$ cat src/rtl/memory_stage_pkg.sv
// Shared definitions for the memory stage: access width codes, result
// select codes, the memory-access FSM state type, the E->M pipeline
// register payload, and a helper that flags misaligned accesses.
package memory_stage_pkg;

    // Access width / sign codes. Bit 2 set means zero-extend,
    // bits [1:0] give the size: 01 byte, 10 half, anything else word.
    localparam logic [2:0] WIDTH_W  = 3'b000;
    localparam logic [2:0] WIDTH_B  = 3'b001;
    localparam logic [2:0] WIDTH_H  = 3'b010;
    localparam logic [2:0] WIDTH_BU = 3'b101;
    localparam logic [2:0] WIDTH_HU = 3'b110;

    // Result select codes.
    localparam logic [2:0] RESULT_ALU      = 3'b000;
    localparam logic [2:0] RESULT_MEM      = 3'b001;
    localparam logic [2:0] RESULT_PCPLUS4  = 3'b010;
    localparam logic [2:0] RESULT_UPIMM    = 3'b011;
    localparam logic [2:0] RESULT_PCTARGET = 3'b100;

    // Memory-access FSM states.
    typedef enum logic [1:0] {
        M_IDLE   = 2'd0,
        M_ACCESS = 2'd1,
        M_DONE   = 2'd2
    } m_state_e;

    // Payload carried by the E->M pipeline register.
    typedef struct packed {
        logic [31:0] alu_result;
        logic [31:0] write_data;
        logic [31:0] pc_target;
        logic [31:0] pc_plus4;
        logic [31:0] imm_ext;
        logic [4:0]  rd;
        logic        valid;
        logic [2:0]  width_src;
        logic [2:0]  result_src;
        logic        mem_write;
        logic        reg_write;
    } m_signals_t;

    // Size bits of the width code plus the low address bits -> misaligned.
    function automatic logic is_misaligned(input logic [1:0] size_i,
                                           input logic [1:0] off_i);
        logic mis;
        unique case (size_i)
            2'b01:   mis = 1'b0;
            2'b10:   mis = off_i[0];
            default: mis = (off_i != 2'b00);
        endcase
        return mis;
    endfunction

endpackage

$ cat src/rtl/memory_stage_load_align.sv
// Load alignment: picks the addressed byte/half out of a 32-bit memory
// word and sign- or zero-extends it according to the width code.
// Ports:
//   word_i    32  raw word read from memory
//   offset_i  2   byte offset within the word (address bits [1:0])
//   width_i   3   WIDTH_* code
//   data_o    32  aligned, extended result
module memory_stage_load_align
    import memory_stage_pkg::*;
(
    input  logic [31:0] word_i,
    input  logic [1:0]  offset_i,
    input  logic [2:0]  width_i,
    output logic [31:0] data_o
);

    logic [7:0]  byte_sel;
    logic [15:0] half_sel;
    logic        sign_en;

    always_comb begin
        unique case (offset_i)
            2'd0:    byte_sel = word_i[7:0];
            2'd1:    byte_sel = word_i[15:8];
            2'd2:    byte_sel = word_i[23:16];
            default: byte_sel = word_i[31:24];
        endcase
        half_sel = offset_i[1] ? word_i[31:16] : word_i[15:0];
        // Unsigned variants carry bit 2 of the width code.
        sign_en  = ~width_i[2];

        unique case (width_i[1:0])
            2'b01:   data_o = {{24{sign_en & byte_sel[7]}}, byte_sel};
            2'b10:   data_o = {{16{sign_en & half_sel[15]}}, half_sel};
            default: data_o = word_i;
        endcase
    end

endmodule

$ cat src/rtl/memory_stage.sv
// Memory pipeline stage with its E->M pipeline register.
// Captures execute results, runs a req/ready data-memory access with
// byte-lane placement for stores, aligns/extends loads, produces the
// non-memory forwarding value and raises mem_busy_o while an access is
// outstanding.
// Ports:
//   clk_i, reset_i           clock, synchronous active-high reset
//   *_e_i                    execute-stage results and control
//   stall_m_i, flush_m_i     hold / clear the M register (flush wins)
//   dmem_*                   data-memory port (req held until ready)
//   *_m_o                    registered copies and M-stage results
//   mem_busy_o               access outstanding, memory not yet ready
//   misaligned_o             current M instruction is a misaligned mem op
//   m_state_o                current FSM state (observation only)
// Handshake: dmem_req_o stays high with stable addr/we/wdata/be until the
// cycle in which dmem_ready_i is seen high; that cycle completes the access.
module memory_stage
    import memory_stage_pkg::*;
(
    input  logic        clk_i,
    input  logic        reset_i,
    input  logic [31:0] alu_result_e_i,
    input  logic [31:0] write_data_e_i,
    input  logic [31:0] pc_target_e_i,
    input  logic [31:0] pc_plus4_e_i,
    input  logic [31:0] imm_ext_e_i,
    input  logic [4:0]  rd_e_i,
    input  logic        valid_e_i,
    input  logic [2:0]  width_src_e_i,
    input  logic [2:0]  result_src_e_i,
    input  logic        mem_write_e_i,
    input  logic        reg_write_e_i,
    input  logic        stall_m_i,
    input  logic        flush_m_i,
    input  logic        dmem_ready_i,
    input  logic [31:0] dmem_rdata_i,
    output logic        dmem_req_o,
    output logic        dmem_we_o,
    output logic [31:0] dmem_addr_o,
    output logic [31:0] dmem_wdata_o,
    output logic [3:0]  dmem_be_o,
    output logic [31:0] alu_result_m_o,
    output logic [31:0] pc_plus4_m_o,
    output logic [31:0] imm_ext_m_o,
    output logic [31:0] pc_target_m_o,
    output logic [31:0] load_data_m_o,
    output logic [31:0] forward_data_m_o,
    output logic [4:0]  rd_m_o,
    output logic        reg_write_m_o,
    output logic        valid_m_o,
    output logic [2:0]  result_src_m_o,
    output logic [2:0]  width_src_m_o,
    output logic        mem_busy_o,
    output logic        misaligned_o,
    output logic [1:0]  m_state_o
);

    m_signals_t  m_q, m_d;
    m_state_e    state_q, state_d;
    logic [31:0] load_buf_q, load_buf_d;

    logic        new_mem_op, new_aligned;
    logic        mem_op, misaligned, is_load;
    logic [3:0]  store_be;
    logic [31:0] store_wdata;
    logic [31:0] align_word, aligned_data;
    logic [1:0]  offset;

    always_comb begin
        m_d.alu_result = alu_result_e_i;
        m_d.write_data = write_data_e_i;
        m_d.pc_target  = pc_target_e_i;
        m_d.pc_plus4   = pc_plus4_e_i;
        m_d.imm_ext    = imm_ext_e_i;
        m_d.rd         = rd_e_i;
        m_d.valid      = valid_e_i;
        m_d.width_src  = width_src_e_i;
        m_d.result_src = result_src_e_i;
        m_d.mem_write  = mem_write_e_i;
        m_d.reg_write  = reg_write_e_i;
    end

    // Classification of the incoming instruction decides the FSM state it
    // enters with, so the request goes out in its first M cycle.
    assign new_mem_op  = valid_e_i & (mem_write_e_i | (result_src_e_i == RESULT_MEM));
    assign new_aligned = ~is_misaligned(width_src_e_i[1:0], alu_result_e_i[1:0]);

    assign offset     = m_q.alu_result[1:0];
    assign mem_op     = m_q.valid & (m_q.mem_write | (m_q.result_src == RESULT_MEM));
    assign misaligned = mem_op & is_misaligned(m_q.width_src[1:0], offset);
    assign is_load    = mem_op & ~m_q.mem_write;

    always_comb begin
        state_d    = state_q;
        load_buf_d = load_buf_q;
        if (!stall_m_i) begin
            state_d = (new_mem_op & new_aligned) ? M_ACCESS : M_IDLE;
        end else if ((state_q == M_ACCESS) && dmem_ready_i) begin
            state_d    = M_DONE;
            load_buf_d = dmem_rdata_i;
        end
    end

    always_ff @(posedge clk_i) begin
        if (reset_i || flush_m_i) begin
            m_q        <= '0;
            state_q    <= M_IDLE;
            load_buf_q <= '0;
        end else begin
            if (!stall_m_i) begin
                m_q <= m_d;
            end
            state_q    <= state_d;
            load_buf_q <= load_buf_d;
        end
    end

    // Store lane placement; halves are only ever at offset 0 or 2 here.
    always_comb begin
        unique case (m_q.width_src[1:0])
            2'b01: begin
                store_wdata = {4{m_q.write_data[7:0]}};
                store_be    = 4'b0001 << offset;
            end
            2'b10: begin
                store_wdata = {2{m_q.write_data[15:0]}};
                store_be    = 4'b0011 << offset;
            end
            default: begin
                store_wdata = m_q.write_data;
                store_be    = 4'b1111;
            end
        endcase
    end

    // The FSM only enters M_ACCESS for aligned mem ops, so req implies one.
    assign dmem_req_o   = (state_q == M_ACCESS);
    assign dmem_we_o    = dmem_req_o & m_q.mem_write;
    assign dmem_addr_o  = {m_q.alu_result[31:2], 2'b00};
    assign dmem_be_o    = dmem_req_o ? (m_q.mem_write ? store_be : 4'b1111) : 4'b0000;
    assign dmem_wdata_o = dmem_we_o ? store_wdata : 32'h0;
    assign mem_busy_o   = (state_q == M_ACCESS) & ~dmem_ready_i;

    // In the ready cycle the raw read data is used directly, afterwards the
    // buffered copy keeps the result stable while the stage is held.
    assign align_word = (state_q == M_DONE) ? load_buf_q : dmem_rdata_i;

    memory_stage_load_align u_load_align (
        .word_i   (align_word),
        .offset_i (offset),
        .width_i  (m_q.width_src),
        .data_o   (aligned_data)
    );

    always_comb begin
        load_data_m_o = 32'h0;
        if (is_load && !misaligned &&
            (((state_q == M_ACCESS) && dmem_ready_i) || (state_q == M_DONE))) begin
            load_data_m_o = aligned_data;
        end
    end

    always_comb begin
        unique case (m_q.result_src)
            RESULT_PCPLUS4:  forward_data_m_o = m_q.pc_plus4;
            RESULT_UPIMM:    forward_data_m_o = m_q.imm_ext;
            RESULT_PCTARGET: forward_data_m_o = m_q.pc_target;
            default:         forward_data_m_o = m_q.alu_result;
        endcase
    end

    assign alu_result_m_o = m_q.alu_result;
    assign pc_plus4_m_o   = m_q.pc_plus4;
    assign imm_ext_m_o    = m_q.imm_ext;
    assign pc_target_m_o  = m_q.pc_target;
    assign rd_m_o         = m_q.rd;
    assign reg_write_m_o  = m_q.reg_write;
    assign valid_m_o      = m_q.valid;
    assign result_src_m_o = m_q.result_src;
    assign width_src_m_o  = m_q.width_src;
    assign misaligned_o   = misaligned;
    assign m_state_o      = state_q;

endmodule

$ cat config.mk
export PLATFORM = sky130hd
export DESIGN_NAME = memory_stage
export DESIGN_NICKNAME = d
export VERILOG_FILES = /design/src/rtl/memory_stage_pkg.sv /design/src/rtl/memory_stage_load_align.sv /design/src/rtl/memory_stage.sv
export SDC_FILE = /design/constraint.sdc
export NUM_CORES = 1
export LEC_CHECK = 0
export BUFFER_PORTS_ARGS = -buffer_cell sky130_fd_sc_hd__buf_2
export CORE_AREA = 2 2 189 191
export CTS_CLUSTER_DIAMETER = 120
export DETAILED_ROUTE_END_ITERATION = 16
export DIE_AREA = 0 0 191 193
export HOLD_SLACK_MARGIN = 0.02
export PLACE_DENSITY = 0.57
export SLEW_MARGIN = 20
export SYNTH_ARGS = -nofsm -noshare
export SYNTH_HDL_FRONTEND = slang
export SYNTH_SLANG_ARGS = --single-unit
$ cat constraint.sdc
create_clock -name clk_i -period 6.4 [get_ports clk_i]
set_clock_uncertainty 0.05 [all_clocks]
set_input_delay 0.64 -clock clk_i [delete_from_list [all_inputs] [get_ports clk_i]]
set_output_delay 0.64 -clock clk_i [all_outputs]
set_load 0.02 [all_outputs]
======== Word level (Yosys, flattened, before mapping) ========
Index checks and enable logic that the tools add are counted.
storage, ports and cells
  register bits ........................... 208
  bits of input ports ..................... 211
cells by class
  equality and inequality tests ........... 14
  shift-type cells ........................ 2
  mux-type cells .......................... 16
  bitwise logic cells ..................... 15
  reductions and logical operators ........ 10
operator list
  cell                                             count
  one-hot mux 32 bit (2 select lines)              2
  two-way mux 32 bit                               3
  one-hot mux 32 bit (3 select lines)              1
  one-hot mux 8 bit (3 select lines)               1
  two-way mux 16 bit                               1
  AND 1 bit                                        9
  == test 2 x 1 -> 1 bit, second input constant    4
  == test 2 bit, second input constant             4
  two-way mux 4 bit                                2
  one-hot mux 4 bit (2 select lines)               1
  == test 3 x 1 -> 1 bit, second input constant    2
  == test 3 x 2 -> 1 bit, second input constant    2
  two-way mux 2 bit                                2
  NOT 1 bit                                        4
  one-hot mux 1 bit (2 select lines)               2
  nonzero test 2 bit                               2
  << shifter 1 x 2 -> 4 bit, first input constant  1
  << shifter 2 x 2 -> 4 bit, first input constant  1
  == test 3 bit, second input constant             1
  logical AND 1 bit                                3
  logical NOT 2 bit                                1
  logical OR 1 bit                                 2
  != test 2 x 1 -> 1 bit, second input constant    1
  OR 1 bit                                         2
  3 further kinds                                  3

======== Depth between registers and ports, before layout ========
  depth in word-level cells ............... 8
  gate-level depth with buffers ........... 9

======== Modules after synthesis ========
A second synthesis with hierarchy kept.
second synthesis, totals
  cells, all modules ...................... 1303
  area, all modules ....................... 11393.4 sq um
modules (own cells, without submodules)
  module                   times used  cells each  area each (sq um)  sequential area each (sq um)
  memory_stage             1           1190        10681.5            4164.0
  memory_stage_load_align  1           113         711.9              0.0

======== Worst setup path after synthesis ========
No wires, ideal clock.
  path kind ............................... flip-flop to output port
  start ................................... register m_q (netlist bit width_src_m_o[0])
  end ..................................... output load_data_m_o[16]
  arrival ................................. 2.667 ns
  data required time ...................... 5.710 ns
  path slack .............................. 3.043 ns
  cell stages (with the launch flop) ...... 8
  buffers on the path ..................... 1
  cell sequence ........................... dfxtp_1 inv_1 ha_1 a21oi_1 nor2_1 or4_1 buf_2 a2111oi_0
on the way
  word-level cells in the longest chain between the ends .. 7
ends and longest elaborated chain
  element                                                         RTL line                                               text
  start, declared                                                 memory_stage.sv:58                                     m_signals_t m_q, m_d;
  start signal, assigned                                          memory_stage.sv:111                                    m_q <= m_d;
  == test 2 bit / == test 2 x 1 -> 1 bit (equally long branches)  memory_stage_pkg.sv:47, memory_stage_load_align.sv:32
  one-hot mux 1 bit (2 select lines)                              memory_stage_pkg.sv:47                                 unique case (size_i)
  AND 1 bit                                                       memory_stage.sv:90                                     assign misaligned = mem_op & is_misaligned(m_q.width_src[1:0], offset);
  logical NOT 1 bit                                               memory_stage.sv:157                                    if (is_load && !misaligned &&
  logical AND 1 bit (2 in series)                                 memory_stage.sv:157
  two-way mux 32 bit (*)                                          memory_stage.sv:157
  end, declared                                                   memory_stage.sv:46                                     output logic [31:0] load_data_m_o,
Mark *: on every way between the ends. The rest lies on a longest branch, timed or not.

======== Final worst setup path ========
  start ................................... register state_q[0], in the netlist m_state_o[0]
  end ..................................... output load_data_m_o[11]
on the way
  word-level cells in the longest chain between the ends .. 6
ends and longest elaborated chain
  element                              RTL line                                  text
  start, declared                      memory_stage.sv:59                        m_state_e state_q, state_d;
  start signal, assigned               memory_stage.sv:113                       state_q <= state_d;
  == test 2 bit                        memory_stage.sv:146, memory_stage.sv:158
  two-way mux 32 bit                   memory_stage.sv:146                       assign align_word = (state_q == M_DONE) ? load_buf_q : dmem_rdata_i;
  one-hot mux 8 bit (3 select lines)   memory_stage_load_align.sv:22             unique case (offset_i)
  AND 1 bit                            memory_stage_load_align.sv:33             2'b01: data_o = {{24{sign_en & byte_sel[7]}}, byte_sel};
  one-hot mux 32 bit (2 select lines)  memory_stage_load_align.sv:32             unique case (width_i[1:0])
  two-way mux 32 bit (*)               memory_stage.sv:157
Marked as above.

==> qor.yml <==
p_per_area_mw_per_mm2: 236
crit_required_ps: 5710
synthTopCellsByCount: "mux2i_1, dfxtp_1, nor2_1"
grt_pass1_vias: 9327
place_congestion: 0.917
cp_max_fo: 33
synthXorXnorAreaFrac: 0
synth_mux_area_frac: 0.215
clock_path_buffers: 3
synth-compound-area-share: 0.134
clk_pin_slew_worst_paths_ps: 60
die_w_um: 191
htreeDepth: 1
grt_pass1_wl_mm: 55.8
hold_viol_final: 0
hpwl_mm: 27.6
finalSetupViolations: 0
period_share: 0.663
port_buffers: 487
synth_cell_types: 48
worst_pin_slew_ps: 1180
synth-edff-count: 0
synthAdderAreaFrac: 0.00330
die_area_sq_mm: 0.0369
status: "finished, final reports clean"
place_ws_ps: 2700
fillers: 3639
peakVddDrop_uv: 176
avgSynthCellArea_sq_um: 8.81
drv_cap: 0
cts_resized: 0
seq_area_frac_synth: 0.367
drc: 0
syn_to_final_growth_pct: 19.9
p_leak_nw: 6.75
period_needed_ps: 4250
setup_slack_ps: 2150
syn_area_sq_mm: 0.0114
start_util: 0.325
slew_headroom: 0.215
num_io_pins: 490
hold_path_class: "input pin to register"
start_kind: "register"
vias: 9864
async_flop_share: 0
endpoint_kind: "output port"
first_iter_violations: 462
yosysTopAreaCell: "dfxtp_1"
std_cell_rows: 69
rsz0062_at_grt: "no"
synthTopCellsByArea: "dfxtp_1, mux2i_1, buf_4"
drt-total-wl_mm: 38.1
vias_per_cell: 4.87
ys.flop_type: "dfxtp_1"
clkLatencyLatePin_ps: 520
synth_top_family_by_area: "multiplexers"
critPathArrivalTime_ps: 3560
yosys.area.top_type_share: 0.367
cts_sinks: 208
antenna_found_initial: 0
grt-ovfl-total: 0
grt_max_degree: 209
ant_nets: 0
max_clock_freq_mhz: 236
synthMostInstantiatedCell: "mux2i_1"
root_buffer: "clkbuf_16"
wl_per_cell_um: 18.8
finalSetupTns_ps: 0
die_h_um: 193
coreArea_sq_mm: 0.0350
drive_gt1_frac: 0.380
finalNetCount: 1759
grt_usage: 0.194
synthCells: 1289
r2r_slack_ps: 4390
cts_setup_buffers: 0
cts_buffers: 24
synth-seq-cells: 208
dr.pass1.iters: 7
synthSimpleGateAreaFrac: 0.122
ys_warn_count: 0
path_class: "register to output port"
cts_tree: "yes"
slew_viol_final: 0
cts_hold_buf: 0
worst max-delay path, cell delays in order (launching register included):
cell	delay [ps]
dfxtp_1	400
nand2b_2	850
mux2i_1	340
a22oi_1	430
nand3b_1	370
a221oi_1	410
buf_2	230
metal layers:
metal / vias to the layer above / routed length [um] / global-route usage / part of all wire
met5: - / 0 / 0 / 0
met4: 0 / 664 / 0.0504 / 0.017
met3: 45 / 2750 / 0.0351 / 0.072
met2: 394 / 18500 / 0.336 / 0.49
met1: 4650 / 16200 / 0.247 / 0.43
li1: 4775 / - / - / -
final cells by class:
| cell class | count | area, sq um | share of cell area |
|---|---|---|---|
| inverter | 27 | 101 | 0.00744 |
| timing repair buffer | 497 | 2550 | 0.187 |
| tap | 461 | 577 | 0.0423 |
| antenna | 1 | 2.50 | 0.000184 |
| sequential | 208 | 4170 | 0.306 |
| clock buffer | 35 | 712 | 0.0522 |
| multi-input combinational | 787 | 5410 | 0.397 |
| clock inverter | 9 | 106 | 0.00780 |
where the power goes:
| group | internal, mW | switching [mW] | total [mW] |
|---|---|---|---|
| sequential | 1.33 | 0.0378 | 1.37 |
| combinational | 0.181 | 0.260 | 0.441 |
| clock | 0.851 | 0.548 | 1.40 |
worst paths after layout:
kind / from / end / cells after the start
max: m_state_o[0] / load_data_m_o[11] / 6
min: pc_plus4_e_i[6] / pc_plus4_m_o[6] / 3
max reg2reg: m_state_o[1] / load_buf_q[13] / 6
min reg2reg: load_buf_q[16] / load_buf_q[16] / 2
per-stage QoR:
stage,instance area [sq um],instances,hold slack [ps],power (mW),utilization
after floorplan,11400,1290,384,1.71,-
after global placement,12800,1980,389,1.84,0.366
after detailed placement,12800,1980,397,1.84,0.366
after CTS,13600,2024,264,3.26,0.390
after global routing,13600,2024,272,3.35,0.390
final,13600,2025,289,3.21,0.390
cells in the final DEF, fill, tap and decap left out, types with 3 or more instances in the layout:
cell,synthesis,routed
a21boi_0,5,5
o221a_2,24,24
nand2b_1,4,3
inv_1,25,25
a2111oi_2,13,13
nor2_1,200,200
clkinv_2,0,6
buf_2,3,486
clkbuf_1,65,4
a21o_1,4,4
a221o_1,14,14
a31oi_1,10,10
a211oi_1,3,3
o21a_1,5,5
o21ai_0,11,11
and3_1,10,10
dfxtp_1,208,206
a22oi_1,10,10
mux2_2,6,6
a221oi_1,12,12
mux2i_1,235,235
clkbuf_16,0,24
nor2b_1,5,4
buf_4,175,8
o22ai_1,11,11
a21oi_1,66,66
clkbuf_8,0,7
nand2_1,112,112
logic make-up (layout without fill, tap and decap cells):
logic type	Yosys count	in the layout
and+or+nand+nor	344	344
buffers and inverters	295	568
muxes	242	242
DFF	208	208
AOI/OAI and AO/OA	196	196
adders and majority gates	3	3
other	1	3
registers in the layout, indices dropped and copies added, names as in the netlist, 2 cells and up:
register and flops:
alu_result_m_o 32, imm_ext_m_o 32, load_buf_q 32, m_q 33, m_state_o 2, pc_plus4_m_o 32, pc_target_m_o 32, rd_m_o 5
result_src_m_o 3, width_src_m_o 3
(Power assumes the default switching activity.)
